$ cat config.mk
export PLATFORM = sky130hd
export DESIGN_NAME = dma_wr_streamer
export DESIGN_NICKNAME = d
export VERILOG_FILES = /design/src/rtl/dma_wr_streamer.sv
export SDC_FILE = /design/constraint.sdc
export NUM_CORES = 1
export LEC_CHECK = 0
export CAP_MARGIN = 20
export CORE_MARGIN = 2
export CORE_UTILIZATION = 29
export DETAILED_ROUTE_END_ITERATION = 8
export PLACE_DENSITY = 0.57
export REMOVE_ABC_BUFFERS = 1
export SYNTH_ARGS = -nofsm -noshare
export SYNTH_HDL_FRONTEND = slang
export SYNTH_SLANG_ARGS = --single-unit
export TNS_END_PERCENT = 50
$ cat constraint.sdc
create_clock -name clk -period 3.08 [get_ports clk]
set_clock_uncertainty 0.1 [all_clocks]
set_input_delay 0.462 -clock clk [delete_from_list [all_inputs] [get_ports clk]]
set_output_delay 0.462 -clock clk [all_outputs]
set_load 0.01 [all_outputs]
$ cat src/rtl/dma_wr_streamer.sv
// DMA write-path W-channel streamer: pops FIFO beats for one burst command and drives AXI W.
// Optional W back-pressure counter enabled by defining DMA_WR_STALL_CNT_EN.
module dma_wr_streamer #(
  parameter int unsigned DATA_WIDTH = 32,
  parameter int unsigned ALEN_WIDTH = 8
) (
  input  logic                    clk,
  input  logic                    rst,
  input  logic                    cmd_valid_i,
  output logic                    cmd_ready_o,
  input  logic [ALEN_WIDTH-1:0]   cmd_len_i,
  input  logic [DATA_WIDTH/8-1:0] cmd_first_strb_i,
  input  logic [DATA_WIDTH/8-1:0] cmd_last_strb_i,
  input  logic                    fifo_empty_i,
  input  logic [DATA_WIDTH-1:0]   fifo_data_i,
  output logic                    fifo_read_o,
  output logic                    wvalid_o,
  input  logic                    wready_i,
  output logic [DATA_WIDTH-1:0]   wdata_o,
  output logic [DATA_WIDTH/8-1:0] wstrb_o,
  output logic                    wlast_o,
  output logic                    busy_o,
  output logic                    done_o,
  output logic [31:0]             stall_cnt_o
);

  localparam int unsigned STRB_WIDTH = DATA_WIDTH / 8;
  localparam int unsigned CNT_WIDTH  = ALEN_WIDTH + 1;

  typedef enum logic {IDLE, STREAM} state_t;

  state_t                 state;
  logic [ALEN_WIDTH-1:0]  len_q;
  logic [STRB_WIDTH-1:0]  first_strb_q;
  logic [STRB_WIDTH-1:0]  last_strb_q;
  logic [CNT_WIDTH-1:0]   issued_q;

  logic                   load_en;
  logic                   is_last;
  logic                   w_done;
  logic [STRB_WIDTH-1:0]  beat_strb;

  assign cmd_ready_o = (state == IDLE);
  assign busy_o      = (state == STREAM);
  assign load_en     = ~wvalid_o | wready_i;
  assign is_last     = (issued_q == CNT_WIDTH'(len_q));
  assign w_done      = wvalid_o & wready_i & wlast_o;

  // Pop gated by reset so an abandoned burst never consumes another FIFO entry.
  assign fifo_read_o = ~rst & (state == STREAM) & load_en & ~fifo_empty_i
                       & (issued_q <= CNT_WIDTH'(len_q));

  // Strobe of the beat currently being loaded.
  always_comb begin
    beat_strb = '1;
    if (len_q == '0) begin
      beat_strb = first_strb_q & last_strb_q;
    end else if (issued_q == '0) begin
      beat_strb = first_strb_q;
    end else if (is_last) begin
      beat_strb = last_strb_q;
    end
  end

  always_ff @(posedge clk) begin
    if (rst) begin
      state        <= IDLE;
      len_q        <= '0;
      first_strb_q <= '0;
      last_strb_q  <= '0;
      issued_q     <= '0;
      wvalid_o     <= 1'b0;
      wdata_o      <= '0;
      wstrb_o      <= '0;
      wlast_o      <= 1'b0;
      done_o       <= 1'b0;
    end else begin
      done_o <= 1'b0;
      case (state)
        IDLE: begin
          if (cmd_valid_i) begin
            len_q        <= cmd_len_i;
            first_strb_q <= cmd_first_strb_i;
            last_strb_q  <= cmd_last_strb_i;
            issued_q     <= '0;
            state        <= STREAM;
          end
        end
        STREAM: begin
          // Output stage reloads only when empty or draining; otherwise holds for AXI stability.
          if (fifo_read_o) begin
            wdata_o  <= fifo_data_i;
            wstrb_o  <= beat_strb;
            wlast_o  <= is_last;
            wvalid_o <= 1'b1;
            issued_q <= issued_q + CNT_WIDTH'(1);
          end else if (load_en) begin
            wvalid_o <= 1'b0;
          end
          if (w_done) begin
            done_o <= 1'b1;
            state  <= IDLE;
          end
        end
        default: state <= IDLE;
      endcase
    end
  end

`ifdef DMA_WR_STALL_CNT_EN
  logic [31:0] stall_cnt_q;

  // Saturating count of W back-pressure cycles, cleared when a command is taken.
  always_ff @(posedge clk) begin
    if (rst) begin
      stall_cnt_q <= '0;
    end else if ((state == IDLE) && cmd_valid_i) begin
      stall_cnt_q <= '0;
    end else if (wvalid_o && !wready_i && (stall_cnt_q != '1)) begin
      stall_cnt_q <= stall_cnt_q + 32'd1;
    end
  end

  assign stall_cnt_o = stall_cnt_q;
`else
  assign stall_cnt_o = '0;
`endif

endmodule

==> metrics.md, run 1 <==
| Metric | Value |
|---|---|
| Max-slew violations | `0` |
| Longest Clk Path Bufs | `2` |
| Max IR drop VDD | `0.168 mV` |
| CP Launch Point | `fifo_empty_i` |
| Highest clock rate | `349 MHz` |
| Sequential power share | `44.7%` |
| Antenna Cells | `0` |
| Gates resized, CTS repair | `2` |
| Final setup fails | `0` |
| Setup TNS | `0 ns` |
| Remaining antenna violation count after routing | `0` |
| Final hold vios | `0` |
| Num ports | `127` |
| Unrepaired setup endpoints after global routing | `false` |
| Max-cap viol count | `0` |
| Die area | `0.0116 mm^2` |
| Final non-filler cell total | `619` |
| Placed cells | `between 600 and 700` |
| Top FF cell, synth | `dfxtp_1` |
| Vias | `2,912` |
| Num CTS Buffers | `9` |
| Avg WL per Cell | `13.3 um` |
| Top cell type's share of synthesized area | `41.9%` |
| Synth area leader | `dfxtp_1` |
| Vias in the first global route | `2,762` |
| Synth cell types | `34` |
| Final Critical Period | `around 2.9 ns` |
| Nets | `541` |
| Async SR Flop Fraction | `0%` |
| Gate power share | `14.8%` |
| Most frequent cells in the layout | `92 x clkdlybuf4s50_1, 65 x dfxtp_1, 61 x a21oi_1` |
| Drt drc | `0` |
| Crit end category | `primary output` |
| Syn avg cell area | `7.95 um^2` |
| Overall die height | `108 um` |
| CP Class | `in -> out` |
| Grt ovf | `0` |
| Gp weighted congestion | `0.780` |
| Static leakage | `0.00156 uW` |
| Worst R2R Setup Slack | `0.55 ns` |
| Synth Instances | `391` |
| DR iter-0 viols | `136` |
| Die width | `between 100 and 150 um` |
| Post-DP Area | `0.00409 mm^2` |
| Worst-Margin Slew | `0.723 ns` |
| Max FO, Critical Path | `2` |
| P_sw | `522 uW` |
| Row count | `37` |
| Reg2reg start | `issued_q[8]$_SDFFE_PP0P_` |
| Final period util | `roughly 93%` |
| Crit path DAT | `~2.3 ns` |
| Min-Delay Path Class | `reg -> reg` |
| Port bufs | `94` |
| Fill cell count | `1,084` |
| Final Cell Area | `0.00432 mm^2` |
| Worst setup path endpoint | `fifo_read_o` |
| Sw Ratio | `26.2%` |
| First-pass GRT wire length | `roughly 13,000 um` |
| Slew HR | `51.8%` |
| DRT Pass-1 Iters | `4` |
| CTS tree | `done` |
| Post-CTS setup buffers | `0` |
| EDFF count, synth | `0` |
| Commonest non-fill, non-tap cell in the layout | `clkdlybuf4s50_1` |
| RR Endpoint | `issued_q[6]$_SDFFE_PP0P_` |
| GRT Resource Usage Total | `14.6%` |
| Synth Warn # | `0` |
| Seq/Total Area, Yosys | `41.9%` |
| Outcome | `finished, final reports clean` |
| Area contributors post-synth | `dfxtp_1 42%, a21oi_1 9.8%, buf_4 7.7%` |
| Clock group share of total power | `between 40 and 50%` |
| Wirelength, routed | `8210 um` |
| Sink Count | `65` |
| WP data required | `2.52 ns` |
| Cell Int Power | `1470 uW` |
| Total core area | `roughly 0.010 mm^2` |
| Later-pin clock latency in the skew report | `0.33 ns` |
| Path depth of the worst reg2reg path | `7` |
| Critical path launch point type | `input pin` |
| Power per cell area | `approximately 460 mW/mm^2` |
| CTS Hold Bufs | `0` |
| Seq cells post-synth | `65` |
| Mapped Area | `around 0.0031 mm^2` |
| Clock transition at path regs | `0.07 ns` |
| Initial antenna violation count | `0` |
| H-tree depth | `3` |
| Initial Util | `30.0%` |
| Drt via density | `4.70` |
| Area Overhead vs Synth | `39.0%` |
| Pin count of the biggest net entering global routing | `71` |
| Root Buffer | `clkbuf_8` |
| Share of cells above drive strength 1 | `between 7 and 8%` |
| Post-DP HPWL | `5450 um` |
worst min path at each step:
stage | slack [ns] | endpoint | from | cells after the start
2_1_floorplan | 0.33 | first_strb_q[0]$_SDFFE_PP0P_ | first_strb_q[0]$_SDFFE_PP0P_ | 2
3_3_place_gp | 0.35 | last_strb_q[0]$_SDFFE_PP0P_ | last_strb_q[0]$_SDFFE_PP0P_ | 2
3_5_place_dp | 0.35 | last_strb_q[1]$_SDFFE_PP0P_ | last_strb_q[1]$_SDFFE_PP0P_ | 2
4_1_cts | 0.36 | last_strb_q[1]$_SDFFE_PP0P_ | last_strb_q[1]$_SDFFE_PP0P_ | 2
5_1_grt | 0.38 | last_strb_q[2]$_SDFFE_PP0P_ | last_strb_q[2]$_SDFFE_PP0P_ | 2
6_report | 0.36 | last_strb_q[1]$_SDFFE_PP0P_ | last_strb_q[1]$_SDFFE_PP0P_ | 2
sequential cells by signal (all words and copies together) (netlist names):
name	count
len_q	8
wvalid_o	1
wlast_o	1
first_strb_q	4
done_o	1
issued_q	9
wstrb_o	4
wdata_o	32
busy_o	1
last_strb_q	4
Yosys cell counts, types with 4 or more instances:
library cell  instances
o21ai_0              35
ha_1                 10
o41ai_1               5
nand4_1               5
nand4b_1              4
a21oi_1              61
inv_1                12
nor2_1               17
buf_4                32
nor2b_1               5
buf_2                 4
clkbuf_1             24
dfxtp_1              65
o22ai_1               5
nand2_1              40
nand3_1              40
metal layers:
metal,GRT usage (%),vias up,routed length (um)
met1,18.9,1326,3740
met3,2.97,7,512
li1,-,1479,-
met2,24.0,100,3880
met5,0,-,0
met4,4.95,0,72
worst max-delay path, cell delays in order:
cell and delay, ns:
clkdlybuf4s50_1 0.42, or4b_4 0.51, a2111oi_4 0.30, o21a_1 0.18, nor2_1 0.06, inv_1 0.09
dlygate4sd2_1 0.28
metrics by stage:
| stage | hold WS, ns | total power, uW | setup WS (ns) | utilization, % |
|---|---|---|---|---|
| 2_1_floorplan | 0.331 | 1030 | -0.520 | - |
| 3_3_place_gp | 0.348 | 1200 | -0.0973 | 39.5 |
| 3_5_place_dp | 0.349 | 1210 | -0.0897 | 39.5 |
| 4_1_cts | 0.360 | 2030 | 0.188 | 41.7 |
| 5_1_grt | 0.377 | 2090 | 0.0957 | 41.7 |
| 6_report | 0.357 | 1990 | 0.211 | 41.7 |
cells by family after synthesis:
family          share of synthesized area (%)
other cells                             0.121
compound gates                           20.9
buf+inv                                  13.1
fa+ha+maj                                4.03
flops                                    41.9
simple gates                             20.0
cell type report:
type | count | area [um^2] | share of cell area, %
multi-input combinational | 284 | 1550 | 35.9
clock buffer | 9 | 124 | 2.87
sequential | 65 | 1300 | 30.1
clock inverter | 7 | 93.8 | 2.17
timing repair buffer | 106 | 1040 | 24.0
inverter | 12 | 45.0 | 1.04
tap | 136 | 170 | 3.94
power by group through the flow:
stage                     clock, uW  sequential, uW  combinational, uW
after floorplan                   0             916                118
after global placement            0             911                293
after detailed placement          0             911                296
after CTS                       836             892                298
after global routing            869             896                326
final                           807             891                295
(Power assumes the default switching activity.)
==> run 2: changes to the inputs <==
Settings changed: CELL_PAD_IN_SITES_DETAIL_PLACEMENT from default to 0, CELL_PAD_IN_SITES_GLOBAL_PLACEMENT from default to 1, CORE_MARGIN 2 to 1, CORE_UTILIZATION 29 to 30, PLACE_DENSITY 0.57 to 0.78.
==> run 2 against run 1 <==
Effect of this change:
- global-route usage grew 0.42 points
- count of clock-buffer cells in the layout grew 5
- sequential share of layout area is essentially flat
- critical endpoint unchanged
- worst hold slack gained 0.0020 ns
- critical path depth is the same
==> metrics.md, run 2 (synthesis gave the netlist of run 1 again) <==
| Metric | Value |
|---|---|
| Outcome | `finished, final reports clean` |
| Largest register FFs | `32 (unchanged)` |
| Final Critical Period | `2.91 ns (+0.0364 ns)` |
| Final setup fails | `0 (unchanged)` |
| Final period util | `94.3% (+1.2 points)` |
| Vias in the first global route | `2,794 (+1.2%)` |
| Max-cap viol count | `0 (unchanged)` |
| Commonest non-fill, non-tap cell in the layout | `clkdlybuf4s50_1` |
| Die area | `0.0108 mm^2 (-6.8%)` |
| Antenna Cells | `0 (unchanged)` |
| Biggest register | `wdata_o` |
| First-pass GRT wire length | `13,200 um (-1.6%)` |
| Remaining antenna violation count after routing | `0 (unchanged)` |
| Critical path launch point type | `input pin` |
| Path depth of the worst reg2reg path | `7 (unchanged)` |
| Num CTS Buffers | `9 (unchanged)` |
| Overall die height | `104 um (-3.5%)` |
| Pin count of the biggest net entering global routing | `71 (unchanged)` |
| Worst-Margin Slew | `0.767 ns (+0.0446 ns)` |
| Min-Delay Path Class | `reg -> reg` |
| Initial antenna violation count | `0 (unchanged)` |
| Sink Count | `65 (unchanged)` |
| Crit path DAT | `2.34 ns (+0.03 ns)` |
| Most frequent cells in the layout | `92 x clkdlybuf4s50_1, 65 x dfxtp_1, 61 x a21oi_1` |
| Avg WL per Cell | `13.3 um (+0.19%)` |
| Nets | `542 (+0.18%)` |
| Gp weighted congestion | `0.778 (-0.15%)` |
| Post-DP HPWL | `5330 um (-2.2%)` |
| Slew HR | `48.7% (-3.1 points)` |
| Min-Delay Startpoint | `first_strb_q[2]$_SDFFE_PP0P_` |
| Highest clock rate | `344 MHz (-1.3%)` |
| Max IR drop VDD | `0.160 mV (-4.6%)` |
| Crit end category | `primary output` |
| Later-pin clock latency in the skew report | `0.33 ns (about the same)` |
| H-tree depth | `3 (unchanged)` |
| Final hold vios | `0 (unchanged)` |
| Row count | `36 (-2.7%)` |
| Vias | `2,955 (+1.5%)` |
| Power per cell area | `449 mW/mm^2 (-2.7%)` |
| Total core area | `0.00991 mm^2 (-4.4%)` |
| Final non-filler cell total | `617 (-0.32%)` |
| Hold Path Depth | `2 (unchanged)` |
| CTS tree | `done` |
| Clock transition at path regs | `0.07 ns (about the same)` |
| Share of cells above drive strength 1 | `7.44% (-0.22 points)` |
| Port bufs | `94 (unchanged)` |
| Max-slew violations | `0 (unchanged)` |
| Worst R2R Setup Slack | `0.53 ns (-0.02 ns)` |
| WP data required | `2.52 ns (about the same)` |
| Wirelength, routed | `8200 um (-0.13%)` |
| RR Endpoint | `issued_q[6]$_SDFFE_PP0P_` |
| Post-DP Area | `0.00409 mm^2 (about the same)` |
| DRT Pass-1 Iters | `4 (unchanged)` |
| WHS Endpoint | `first_strb_q[2]$_SDFFE_PP0P_` |
| Placed cells | `600 (-0.50%)` |
| Drt drc | `0 (unchanged)` |
| Area Overhead vs Synth | `38.8%` |
| Reg2reg start | `issued_q[8]$_SDFFE_PP0P_` |
| Drt via density | `4.79 (+1.8%)` |
| Largest regs | `wdata_o x32, issued_q x9, len_q x8` |
| Unrepaired setup endpoints after global routing | `false` |
| Root Buffer | `clkbuf_8` |
| Longest Clk Path Bufs | `2 (unchanged)` |
| CP Class | `in -> out` |
| Grt ovf | `0 (unchanged)` |
| Die width | `104 um (-3.5%)` |
| Final Cell Area | `0.00431 mm^2 (-0.14%)` |
| Max FO, Critical Path | `2 (unchanged)` |
| GRT Resource Usage Total | `15.0% (+0.42 points)` |
| Initial Util | `31.4% (+1.4 points)` |
| Worst hold margin | `0.359 ns (+0.00198 ns)` |
| Static leakage | `0.00157 uW (+0.41%)` |
| DR iter-0 viols | `99 (-27%)` |
| Num ports | `127 (unchanged)` |
[run 2: worst max-delay path by stage]
stage | depth (start not counted) | end | slack [ns] | start
finish | 7 | fifo_read_o | 0.17 | fifo_empty_i
CTS | 7 | fifo_read_o | 0.18 | fifo_empty_i
global route | 7 | fifo_read_o | 0.08 | fifo_empty_i
global placement | 7 | fifo_read_o | -0.09 | fifo_empty_i
detailed placement | 7 | fifo_read_o | -0.12 | fifo_empty_i
floorplan | 4 | fifo_read_o | -0.52 | rst
[run 2: worst max-delay path, cell delays in order]
cell and delay (ns):
clkdlybuf4s50_1 0.42, or4b_4 0.52, a2111oi_4 0.31, o21a_1 0.20, nor2_1 0.05, inv_1 0.11, dlygate4sd2_1 0.28
[run 2: final cells by class]
class / count / area, um^2
Clock inverter: 2 / 35.0
Fill cell: 1045 / 5600
Multi-Input combinational cell: 284 / 1550
Sequential cell: 65 / 1300
Clock buffer: 14 / 173
Tap cell: 133 / 166
Inverter: 12 / 45.0
Timing Repair Buffer: 107 / 1040
[run 2: metal layers]
metal  routed length (um)  up-vias  part of all wire [%]  GRT usage, %
li1                     -     1478                     -             -
met1                 3720     1379                    45          17.6
met2                 3970       88                    48          26.9
met3                  418       10                   5.1          3.46
met4                   87        0                   1.1          4.59
met5                    0        -                     0             0
[run 2: per-stage QoR]
stage | setup WS [ns] | power [uW] | util (%) | setup TNS (ns)
2_1_floorplan | -0.520 | 1030 | - | -4.54
3_3_place_gp | -0.0929 | 1200 | 41.3 | -0.0929
3_5_place_dp | -0.121 | 1210 | 41.3 | -0.121
4_1_cts | 0.177 | 1970 | 43.5 | 0
5_1_grt | 0.0812 | 2030 | 43.5 | 0
6_report | 0.174 | 1940 | 43.5 | 0
[run 2: what timing repair did]
| item | 4_1_cts | 5_1_grt |
|---|---|---|
| setup buffers | 1 | 0 |
| hold endpoints to repair | 0 | 0 |
| gates resized for setup | 2 | 0 |
| hold buffers | 0 | 0 |
| endpoints found under the setup margin | 1 | 0 |
[run 2: power by group]
part	internal (uW)	switching, uW
clock	440	307
combinational	145	152
sequential	873	19.5
==> run 3: changes to the inputs <==
Settings changed: CORE_UTILIZATION 30 to 33, PLACE_DENSITY 0.78 to 0.85.
Clock period 3.08 ns to 3.7 ns, I/O delays scaled along.
==> run 3 against run 2 <==
Effect of this change:
- worst hold slack better by 0.0036 ns
- critical path depth increased by 1
- critical endpoint unchanged
- sequential share of layout area grew 0.39 points
==> metrics.md, run 3 (synthesis gave the netlist of run 1 again) <==
| Metric | Value |
|---|---|
| Outcome | `finished, final reports clean` |
| Power per cell area | `391 mW/mm^2 (-13%)` |
| Post-CTS setup buffers | `0 (-1)` |
| Drt drc | `0 (unchanged)` |
| Top cell by count, worst path | `inv_1` |
| Final Critical Period | `about 3.5 ns` |
| Die area | `0.00981 mm^2 (-8.9%)` |
| Post-DP HPWL | `5290 um (-0.70%)` |
| Pin count of the biggest net entering global routing | `71 (unchanged)` |
| Worst hold margin | `0.362 ns (+0.00356 ns)` |
| Largest register FFs | `32 (unchanged)` |
| Final non-filler cell total | `590 (-4.4%)` |
| Worst R2R Setup Slack | `1.12 ns (+0.59 ns)` |
| M2 GR Usage | `29.8% (+2.9 points)` |
| Path depth of the worst reg2reg path | `8 (+1)` |
| Met3 Track Usage GR | `3.48% (+0.014 points)` |
| Fill cell count | `916 (-12%)` |
| DRT Pass-1 Iters | `6 (+2)` |
| Max IR drop VDD | `0.229 mV (+42%)` |
| Grt ovf | `0 (unchanged)` |
| Placed cells | `574 (-4.3%)` |
| Row count | `35 (-2.8%)` |
| Total core area | `0.00920 mm^2 (-7.2%)` |
| Gp weighted congestion | `0.795 (+2.1%)` |
| Clock transition at path regs | `0.07 ns (about the same)` |
| Num CTS Buffers | `9 (unchanged)` |
| Crit end category | `primary output` |
| CP Class | `reg -> out` |
| Largest regs | `wdata_o x32, issued_q x9, len_q x8` |
| Nets | `537 (-0.92%)` |
| Final setup fails | `0 (unchanged)` |
| GRT Resource Usage Total | `16.6% (+1.6 points)` |
| Wirelength, routed | `8070 um (-1.6%)` |
| Slowest-stage cell, CP | `clkdlybuf4s50_1` |
| Most frequent cells in the layout | `93 x clkdlybuf4s50_1, 65 x dfxtp_1, 61 x a21oi_1` |
| Critical Path, Cell by Cell | `inv_1 -> ha_1 -> nand4_1 -> o221a_2 -> o21a_1 -> nor2_1 -> inv_1 -> clkdlybuf4s50_1` |
| Sink Count | `65 (unchanged)` |
| Share of cells above drive strength 1 | `6.89% (-0.55 points)` |
| GR Util met1 | `19.1% (+1.5 points)` |
| Avg WL per Cell | `13.7 um (+2.9%)` |
| Area Overhead vs Synth | `37.0%` |
| Slew HR | `51.5% (+2.8 points)` |
| Critical path launch point type | `flip-flop` |
| Top Usage Layer GRT | `met2` |
| Later-pin clock latency in the skew report | `0.34 ns (about the same)` |
| First-pass GRT wire length | `13,000 um (-1.6%)` |
| Min-Delay Startpoint | `first_strb_q[3]$_SDFFE_PP0P_` |
| Crit path DAT | `2.86 ns (+0.52 ns)` |
| Final period util | `95.1%` |
| Slowest stage delay, CP | `0.50 ns (-0.02 ns)` |
| Commonest non-fill, non-tap cell in the layout | `clkdlybuf4s50_1` |
| RR Endpoint | `issued_q[1]$_SDFFE_PP0P_` |
| Final hold vios | `0 (unchanged)` |
| Post-DP Area | `0.00403 mm^2 (-1.4%)` |
| Final Cell Area | `0.00426 mm^2 (-1.3%)` |
| Static leakage | `0.00153 uW (-2.0%)` |
| WHS Endpoint | `first_strb_q[3]$_SDFFE_PP0P_` |
| Vias | `2,923 (-1.1%)` |
| Initial Util | `33.8% (+2.4 points)` |
| Vias in the first global route | `2,810 (+0.57%)` |
| Family with the most delay on the worst path | `buffers and inverters` |
| Highest clock rate | `284 MHz` |
| CTS tree | `done` |
| Max FO, Critical Path | `6 (+4)` |
| WP buf/inv | `3 (unchanged)` |
| Unrepaired setup endpoints after global routing | `false` |
| Pwr Total | `1660 uW (-14%)` |
| Die width | `99.0 um (-4.6%)` |
| DR iter-0 viols | `117 (+18%)` |
| Drt via density | `4.95 (+3.4%)` |
| Max-cap viol count | `0 (unchanged)` |
| Reg2reg start | `len_q[4]$_SDFFE_PP0P_` |
| Min-Delay Path Class | `reg -> reg` |
| Overall die height | `99.0 um (-4.6%)` |
| Hold Path Depth | `2 (unchanged)` |
| CP Launch Point | `len_q[4]$_SDFFE_PP0P_` |
| Root Buffer | `clkbuf_8` |
| Worst-Margin Slew | `0.727 ns (-0.0402 ns)` |
| Setup TNS | `0 ns (unchanged)` |
| Remaining antenna violation count after routing | `0 (unchanged)` |
| Biggest register | `wdata_o` |
| WP data required | `3.04 ns (+0.52 ns)` |
| Longest Clk Path Bufs | `2 (unchanged)` |
| Antenna Cells | `0 (unchanged)` |
| Max-slew violations | `0 (unchanged)` |
| Num ports | `127 (unchanged)` |
| CTS Hold Bufs | `0 (unchanged)` |
| Port bufs | `94 (unchanged)` |
| Initial antenna violation count | `0 (unchanged)` |
| H-tree depth | `3 (unchanged)` |
| Gates resized, CTS repair | `0 (-2)` |
## run 3: worst max path at each step
stage	end	slack, ns	depth (start not counted)
2_1_floorplan	fifo_read_o	-0.09	4
3_3_place_gp	fifo_read_o	0.26	7
3_5_place_dp	fifo_read_o	0.24	7
4_1_cts	fifo_read_o	0.17	8
5_1_grt	fifo_read_o	0.02	8
6_report	fifo_read_o	0.18	8
## run 3: area by class of cell
class                   count  area [um^2]  area share (%)
multi-input cells         284         1540            36.1
repair buffers            102         1010            23.7
flip-flops and latches     65         1300            30.6
clock inverters             6         91.3            2.14
well taps                 111          139            3.26
clock buffers              10          138            3.23
inverters                  12         45.0            1.06
## run 3: per-stage QoR
stage	utilization (%)	setup slack (ns)
3_3_place_gp	43.6	0.259
6_report	46.3	0.181
2_1_floorplan	-	-0.0862
3_5_place_dp	43.8	0.241
4_1_cts	46.3	0.170
5_1_grt	46.3	0.0170
## run 3: worst reg2reg max path: stages (launching register included)
cell	delay, ns
dfxtp_1	0.36
inv_1	0.05
ha_1	0.30
nand4_1	0.25
o221a_2	0.39
o21a_1	0.19
nor2_1	0.34
inv_1	0.15
o41ai_1	0.34
## run 3: where the power goes
part	total [uW]	internal (uW)	switching (uW)
registers	743	726	16.9
clock network	682	398	284
logic	239	116	123
total	1660	1240	423
## run 3: per-layer routing
metal / vias to the layer above / part of all wire, %
met1: 1370 / 44
met2: 79 / 50
li1: 1468 / -
met5: - / 0
met4: 0 / 0.93
met3: 6 / 4.3
